<file path="src/rtl/mult_pipe_cfg.sv">
// Pipelined shift-add multiplier with per-operand signed/unsigned modes, valid/ready backpressure
// and a control sideband that rides alongside each word so it stays aligned with its product.
module mult_pipe_cfg #(
  parameter int unsigned WIDTH_A               = 8,
  parameter int unsigned WIDTH_B               = 8,
  parameter int unsigned STAGES                = 4,
  parameter int unsigned CONTROL_SIGNALS_WIDTH = 8
) (
  input  logic                               clk,
  input  logic                               rst,
  input  logic                               in_valid,
  output logic                               in_ready,
  input  logic [WIDTH_A-1:0]                 a,
  input  logic [WIDTH_B-1:0]                 b,
  input  logic                               a_signed,
  input  logic                               b_signed,
  input  logic [CONTROL_SIGNALS_WIDTH-1:0]   control_signals_in,
  output logic                               out_valid,
  input  logic                               out_ready,
  output logic [WIDTH_A+WIDTH_B-1:0]         result,
  output logic [CONTROL_SIGNALS_WIDTH-1:0]   control_signals_out
);

  localparam int unsigned PW    = WIDTH_A + WIDTH_B;
  localparam int unsigned Chunk = (STAGES == 0) ? WIDTH_B : (WIDTH_B + STAGES - 1) / STAGES;

  if (STAGES < 1 || STAGES > WIDTH_B) begin : g_bad_stages
    $error("mult_pipe_cfg: STAGES must lie in 1..WIDTH_B");
  end

  // Partial product of one chunk of b starting at bit lo. The MSB of b is subtracted when b is
  // signed, which together with sign-extending a gives the exact product modulo 2^PW.
  function automatic logic [PW-1:0] chunk_pp(input logic [WIDTH_A-1:0] op_a,
                                             input logic               a_sgn,
                                             input logic [WIDTH_B-1:0] op_b,
                                             input logic               b_sgn,
                                             input int unsigned        lo);
    logic [PW-1:0]      a_ext;
    logic [PW-1:0]      acc;
    logic [WIDTH_B-1:0] b_sh;
    int unsigned        pos;
    a_ext = {{WIDTH_B{a_sgn & op_a[WIDTH_A-1]}}, op_a};
    b_sh  = op_b >> lo;
    acc   = '0;
    for (int unsigned i = 0; i < Chunk; i++) begin
      pos = lo + i;
      if (pos < WIDTH_B && b_sh[i]) begin
        if (b_sgn && pos == WIDTH_B - 1) begin
          acc = acc - (a_ext << pos);
        end else begin
          acc = acc + (a_ext << pos);
        end
      end
    end
    return acc;
  endfunction

  logic                             adv;

  logic [STAGES-1:0]                vld_q, vld_d;
  logic [PW-1:0]                    psum_q [STAGES];
  logic [PW-1:0]                    psum_d [STAGES];
  logic [WIDTH_A-1:0]               a_q    [STAGES];
  logic [WIDTH_A-1:0]               a_d    [STAGES];
  logic [WIDTH_B-1:0]               b_q    [STAGES];
  logic [WIDTH_B-1:0]               b_d    [STAGES];
  logic [STAGES-1:0]                a_sgn_q, a_sgn_d;
  logic [STAGES-1:0]                b_sgn_q, b_sgn_d;
  logic [CONTROL_SIGNALS_WIDTH-1:0] ctrl_q [STAGES];
  logic [CONTROL_SIGNALS_WIDTH-1:0] ctrl_d [STAGES];

  // One global enable: the whole pipe moves together, bubbles included.
  assign adv      = !vld_q[STAGES-1] || out_ready;
  assign in_ready = adv;

  for (genvar k = 0; k < STAGES; k++) begin : g_stage
    if (k == 0) begin : g_first
      assign vld_d[0]   = in_valid;
      assign a_d[0]     = a;
      assign b_d[0]     = b;
      assign a_sgn_d[0] = a_signed;
      assign b_sgn_d[0] = b_signed;
      assign ctrl_d[0]  = control_signals_in;
      assign psum_d[0]  = chunk_pp(a, a_signed, b, b_signed, 0);
    end else begin : g_next
      assign vld_d[k]   = vld_q[k-1];
      assign a_d[k]     = a_q[k-1];
      assign b_d[k]     = b_q[k-1];
      assign a_sgn_d[k] = a_sgn_q[k-1];
      assign b_sgn_d[k] = b_sgn_q[k-1];
      assign ctrl_d[k]  = ctrl_q[k-1];
      assign psum_d[k]  = psum_q[k-1]
                        + chunk_pp(a_q[k-1], a_sgn_q[k-1], b_q[k-1], b_sgn_q[k-1], k * Chunk);
    end
  end

  always_ff @(posedge clk or negedge rst) begin
    if (!rst) begin
      vld_q   <= '0;
      a_sgn_q <= '0;
      b_sgn_q <= '0;
      for (int k = 0; k < STAGES; k++) begin
        psum_q[k] <= '0;
        a_q[k]    <= '0;
        b_q[k]    <= '0;
        ctrl_q[k] <= '0;
      end
    end else if (adv) begin
      vld_q   <= vld_d;
      a_sgn_q <= a_sgn_d;
      b_sgn_q <= b_sgn_d;
      for (int k = 0; k < STAGES; k++) begin
        psum_q[k] <= psum_d[k];
        a_q[k]    <= a_d[k];
        b_q[k]    <= b_d[k];
        ctrl_q[k] <= ctrl_d[k];
      end
    end
  end

  assign out_valid           = vld_q[STAGES-1];
  assign result              = psum_q[STAGES-1];
  assign control_signals_out = ctrl_q[STAGES-1];

endmodule

</file>
<file path="config.mk">
export PLATFORM = sky130hd
export DESIGN_NAME = mult_pipe_cfg
export DESIGN_NICKNAME = d
export VERILOG_FILES = /design/src/rtl/mult_pipe_cfg.sv
export SDC_FILE = /design/constraint.sdc
export NUM_CORES = 1
export LEC_CHECK = 0
export CORE_MARGIN = 2
export CORE_UTILIZATION = 50
export DETAILED_ROUTE_END_ITERATION = 10
export PLACE_DENSITY = 0.77
export SLEW_MARGIN = 30
export SYNTH_ARGS = -nofsm -noshare
export SYNTH_HDL_FRONTEND = slang
export SYNTH_SLANG_ARGS = --single-unit
</file>
<file path="constraint.sdc">
create_clock -name clk -period 6.6 [get_ports clk]
set_input_delay 1.65 -clock clk [delete_from_list [all_inputs] [get_ports clk]]
set_output_delay 1.65 -clock clk [all_outputs]
set_load 0.05 [all_outputs]
</file>
* After elaboration in Yosys (flattened, before gate mapping) *
Index checks and enable logic that the tools add are counted.

cells by class
  add/sub/neg operators = 8
  mux-type cells = 9
  bitwise gates (word level) = 4
  reduce and logical (&&, ||, !) cells = 2

operator list
  cell                count
  $mux W16            9
  $add A16 B16 Y16    7
  $sub A16 B16 Y16    1
  $and A1 B1 Y1       4
  $logic_not A1 Y1    1
  $logic_or A1 B1 Y1  1

storage, ports and cells
  flip-flop bits (word level) = 154
  bits of input ports = 30
  output and inout port bits = 26
  logic and storage cells = 40

* Logic depth before layout (Yosys ltp) *
Gate-level depths: netlist of the first run.

  word-level depth = 6
  gate-level depth with buffers = 19
  depth with buffers taken out = 18

* Worst setup path after synthesis of the first run *
Ideal clock, no wire load.

  path kind = input to output
  start = in out_ready
  end = out in_ready
  arrival = 2843 ps
  required time = 4950 ps
  slack = 2107 ps
  stages = 5
  buffers on the path = 3
  cells stage by stage = nor2b_1 > clkbuf_1 > inv_1 > clkbuf_1 > buf_1

between the ends
  word-level cells in the longest chain between the ends = 1

RTL lines
  item                RTL line  RTL
  start, declared     19        input logic out_ready,
  $logic_or A1 B1 Y1  73        assign adv = !vld_q[STAGES-1] || out_ready;
  end, declared       12        output logic in_ready,

No other way between the ends.

* Worst setup path after layout of the first run *
Ends and elaborated chain as after synthesis.

==> out/results.txt, run 1 <==
Outcome - finished, final reports clean
Via count - 6,798
Placement row count - 48
Post-synthesis simple-gate area fraction - 23.2%
CP Launch Type - input port
Antenna-violating nets left - 0
Largest family of logic cells by synthesized area - simple AND/OR/NAND/NOR gates
Final cycle utilization of the critical path - 72.7%
Data arrival, critical path - 3.15 ns
Adder-Cell Fraction of Synth Area - 11.0%
Final worst slack - 1.80 ns
Share of cells above drive strength 1 - 6.59%
Post-DP HPWL - 12,300 um
Area occupied by registers - 3550 um2
Clk_skew - 0.00728 ns
Footprint of the multi-input gates - 4950 um2
Register area share after synthesis - 40.0%
RSZ-0062 raised after global routing - false
# Max-Cap Violations - 0
Post-DP Area - 9480 um2
I/O pins - 56
Most frequent cells in the layout - nand2_1 (333), dfrtp_1 (142), ha_1 (66)
Peak fanout along the critical path - 2
Clock root cell - clkbuf_16
Top_reg_cell synth - dfrtp_1
Post-synthesis compound-gate area fraction - 12.5%
Post-synth EDFFs - 0
Netlist area before placement - 8880 um2
P_leak - 4.96 nW
Post-synthesis mux area share - 3.45%
Post-route cell area - 10,000 um2
Cells after Synth - 1,044
Final Hold Fails - 0
Antenna cell count - 0
Clock slew at reported path FFs - 0.06 ns
XOR/XNOR share of the synthesized area - 5.58%
Max-slew headroom - 39.2%
Syn avg cell area - 8.51 um2
Filler instances - 1,557
Yosys warnings - 0
CTS sink count - 142
Hold buffers post-CTS - 0
First-pass GRT wire length - 30,100 um
Seq cells post-synth - 142
Post-CTS Resized - 0
Tmin final - 4.80 ns
Setup Fix Bufs, Post-CTS - 0
Starting density of the core - 51.2%
Die area - 18,900 um2
Die H - 137 um
Final setup fails - 0
Total global routing track utilization - 19.9%
DR DRC count - 0
CTS tree - built
Die width - 137 um
Fin. max-slew vios - 0
Library cells used by synthesis - 62
Number of global-route vias before repair - 6,567
Largest net degree at the start of global routing - 97
Pre-CTS WS - 1.79 ns
Initial antenna violation count - 0
CTS Buf Count - 17
Buffers on Ports - 55
Peak Freq - 0.208 GHz
Power, Total - 5.71 mW
Core Box Area - 17,400 um2
1st-iter DRT viols - 370
H-tree depth - 4
Total grt overflow - 0
Share of synthesized flip-flops with an asynchronous set or reset - 100%
Syn_nets - 1,147
Hold Path Class - reg -> reg
DR pass1 iterations - 5
Tightest Pin Transition - 0.912 ns
Synth-to-Final Area Change - 12.8%
Setup TNS - 0 ns
Worst EP required - 4.95 ns
Max IR drop VDD - 0.365 mV
Post-DR wirelength/cell - 13.3 um
Clock Latency Late Sink - 0.43 ns
Core Util, Final - 57.8%
Clock Path Buffers - 2
Pwr Density - 570 nW/um2
Commonest non-fill, non-tap cell in the layout - nand2_1
GP Congestion - 0.863
Crit Path Class - in -> out
Detailed Route WL - 17,300 um
Vias/cell - 5.22
Layout Nets - 1,167
Setup crit end kind - primary output
==> cells by family after synthesis <==
group / after synthesis
buffers and inverters: 84
flip-flops: 142
multiplexers: 28
adder cells (fa/ha/maj): 74
XOR/XNOR: 55
AND/OR/NAND/NOR: 484
AO/OA/AOI/OAI: 177
==> worst max-delay path: stages <==
cell and delay, ns:
clkdlybuf4s50_1 0.50, nor2b_4 0.06, inv_4 0.04, clkdlybuf4s50_1 0.89
==> routing by layer <==
layer  global-route usage, %  vias to the layer above  wire length [um]  part of all wire (%)
met5                       0                        -                 0                     0
met4                    7.04                        0               351                   2.0
met3                    4.05                       24               496                   2.9
met2                    33.7                       99              8530                    49
met1                    25.2                     3156              7970                    46
li1                        -                     3519                 -                     -
==> per-stage QoR <==
step | hold WS, ns | std cells
6_report | 0.464 | 1302
5_1_grt | 0.483 | 1302
4_1_cts | 0.470 | 1302
3_5_place_dp | 0.455 | 1270
3_3_place_gp | 0.449 | 1270
2_1_floorplan | 0.430 | 1044
==> power breakdown <==
part	total (mW)	internal, mW	switching (mW)	leakage [nW]
logic	3.24	1.43	1.80	2.95
registers	1.58	1.26	0.323	1.73
clock network	0.892	0.491	0.401	0.271
==> sequential cells by signal (all words and copies together) (netlist names) <==
signal and flops:
vld_q 4, a_d 24, psum_q 48, control_signals_out 8, b_d 12, result 16, b_sgn_q 3, ctrl_d 24
a_sgn_q 3
==> cell type report <==
cell class / count / area share, %
clock inverters: 15 / 1.25
well taps: 225 / 2.81
repair buffers: 60 / 5.88
inverters: 25 / 0.961
clock buffers: 17 / 4.24
multi-input cells: 818 / 49.4
flip-flops and latches: 142 / 35.4
==> Yosys cell counts (2+ instances only) <==
cell type / count / area [um2]
nor3_1: 15 / 75.1
nor2_1: 50 / 188
fa_1: 7 / 140
mux2_2: 17 / 191
a21o_1: 17 / 128
o31ai_1: 4 / 30.0
xor2_1: 23 / 201
o21ai_0: 44 / 220
a31oi_1: 8 / 50.1
nor2b_1: 12 / 75.1
a21oi_1: 51 / 255
a21boi_0: 3 / 22.5
o21ai_1: 10 / 50.1
o211ai_1: 3 / 22.5
nand2b_1: 10 / 62.6
o21a_1: 9 / 67.6
o41ai_2: 3 / 48.8
mux2i_1: 10 / 100
ha_1: 66 / 826
xnor2_1: 31 / 272
o2bb2ai_1: 2 / 17.5
a211oi_1: 7 / 52.6
and3_1: 5 / 31.3
or3_1: 7 / 43.8
and2_1: 27 / 169
dfrtp_1: 142 / 3550
inv_1: 24 / 90.1
buf_4: 16 / 120
nand2_1: 333 / 1250
nand3_1: 11 / 55.1
o21bai_1: 3 / 22.5
clkbuf_1: 36 / 135
nor3b_1: 2 / 15.0
or2_2: 2 / 12.5
buf_1: 5 / 18.8
nor4b_1: 3 / 26.3
==> path summary, 6_finish.rpt <==
path                       startpoint          to  slack, ns  cells after the start
setup / recovery            out_ready    in_ready       1.80                      4
max in group asynchronous         rst    vld_q[2]       4.15                      2
setup reg to reg              b_d[18]  psum_q[47]       2.45                     18
hold / removal                b_d[15]     b_d[15]       0.46                      2
min in group asynchronous         rst   result[8]       1.29                      1
hold reg to reg               b_d[15]     b_d[15]       0.46                      2
Power figures use the tool's default switching activity.
==> inputs of run 2 (changes only) <==
==> constraint.sdc (replaced) <==
create_clock -name clk -period 5.05 [get_ports clk]
set_input_delay 1.2625 -clock clk [delete_from_list [all_inputs] [get_ports clk]]
set_output_delay 1.2625 -clock clk [all_outputs]
set_load 0.05 [all_outputs]
==> run 2 against run 1 <==
Die area unchanged. Power grew 31%. Clock-buffer cell count grew 1. Sequential share of layout area decreased by 0.092 points. Combinational power grew 30%. Cell count about the same.
==> out/results.txt, run 2 (synthesis gave the netlist of run 1 again) <==
Outcome - finished, final reports clean
Post-route cell area - 10,100 um2
H-tree depth - 4
Pwr Density - 746 nW/um2
CP Launch Type - flop
Crit Path Class - reg -> reg
Max-slew headroom - 45.7%
Setup crit end kind - flop
Worst hold margin - 0.461 ns
Commonest non-fill, non-tap cell in the layout - nand2_1
Number of global-route vias before repair - 6,601
P_leak - 4.97 nW
Starting density of the core - 51.2%
Reg power frac - 27.5%
Buffers on Ports - 55
Power, Total - 7.49 mW
Clock Path Buffers - 2
Clock root cell - clkbuf_16
Final Hold Fails - 0
GP Congestion - 0.866
Clock power frac - 16.1%
Critical-path top delay cell - dfrtp_1
Final cycle utilization of the critical path - 79.6%
Setup Fix Bufs, Post-CTS - 0
Placement row count - 48
Post-CTS Resized - 0
Sw power - 3.28 mW
First-pass GRT wire length - 30,200 um
DR pass1 iterations - 4
Sw frac - 43.7%
Hold buffers post-CTS - 0
Non-Filler Instances - 1,303
CTS tree - built
# Max-Cap Violations - 0
Via count - 6,830
Antenna cell count - 0
Tmin final - 4.02 ns
Core Box Area - 17,400 um2
Crit path buf inv count - 0
CTS Buf Count - 17
Grt met1 use - 25.8%
Tightest Pin Transition - 0.814 ns
Hold Path Class - reg -> reg
GR peak layer - met2
Largest Register - psum_q
Largest net degree at the start of global routing - 88
I/O pins - 56
CTS sink count - 142
Post-DP HPWL - 12,500 um
Top delay family on crit path - compound AO/OA/AOI/OAI gates
DR DRC count - 0
Clk_skew - 0.00667 ns
Crit-path cells - and2_1 -> ha_1 -> fa_1 -> o211ai_1 -> o211ai_1 -> a31oi_1 -> o21ai_1 -> nand2_1 -> o21ai_1 -> a22o_1 -> ha_1 -> a21oi_1 -> o21ai_0 -> a211oi_1 -> nand3b_1 -> xor2_1 -> a21oi_1
Total global routing track utilization - 19.8%
Post-DR wirelength/cell - 13.3 um
Peak fanout along the critical path - 14
Layout Nets - 1,168
GR Util met3 - 3.50%
Vias/cell - 5.24
Post-DP Area - 9480 um2
Initial antenna violation count - 0
1st-iter DRT viols - 300
Worst EP required - 5.33 ns
Clock Latency Late Sink - 0.42 ns
Antenna-violating nets left - 0
Total grt overflow - 0
Peak Freq - 0.249 GHz
Synth-to-Final Area Change - 13.1%
Die area - 18,900 um2
Most frequent cells in the layout - nand2_1 (333), dfrtp_1 (142), ha_1 (66)
Die H - 137 um
Final worst slack - 1.03 ns
Met2 Track Usage GR - 33.6%
Part of the power in combinational logic - 56.4%
Setup TNS - 0 ns
Detailed Route WL - 17,300 um
Fin. max-slew vios - 0
RSZ-0062 raised after global routing - false
Core Util, Final - 57.9%
Pre-CTS WS - 0.991 ns
Die width - 137 um
Max reg flops - 48
Share of cells above drive strength 1 - 6.77%
Max IR drop VDD - 0.492 mV
Final setup fails - 0
Max incr delay on CP - 0.52 ns
Int Pwr - 4.22 mW
Cell count after placement - 1,271
Data arrival, critical path - 4.30 ns
Clock slew at reported path FFs - 0.06 ns
run 2: layout make-up:
type / instances / area (um2)
Clock buffer: 18 / 439
Timing Repair Buffer: 61 / 594
Fill cell: 1533 / 7300
Multi-Input combinational cell: 818 / 4950
Tap cell: 225 / 282
Sequential cell: 142 / 3550
Clock inverter: 14 / 133
Inverter: 25 / 96.3
run 2: tightest hold or removal path, stage by stage, from the launching register on:
cell	delay, ns
dfrtp_1	0.34
nand2_1	0.05
nand2_1	0.04
run 2: path summary, 6_finish.rpt:
kind                                   end       from  slack [ns]  cells after the start
worst max-delay path            psum_q[47]    b_d[18]        1.03                     17
worst min-delay path             result[4]  result[4]        0.46                      2
worst max register to register  psum_q[47]    b_d[18]        1.03                     17
worst min register to register   result[4]  result[4]        0.46                      2
max in group asynchronous       psum_q[63]        rst        3.26                      2
min in group asynchronous        result[8]        rst        0.86                      1
run 2: layer usage:
layer,vias up,wire length [um]
met5,-,0
met4,0,237
met2,75,8370
met3,19,365
met1,3222,8350
li1,3514,-
run 2: power by group through the flow:
stage | combinational, mW | clock [mW] | sequential, mW
floorplan | 3.47 | 0 | 2.02
detailed placement | 4.22 | 0 | 2.08
global route | 4.76 | 1.28 | 2.14
global placement | 4.10 | 0 | 2.07
CTS | 4.26 | 1.23 | 2.06
finish | 4.22 | 1.21 | 2.06
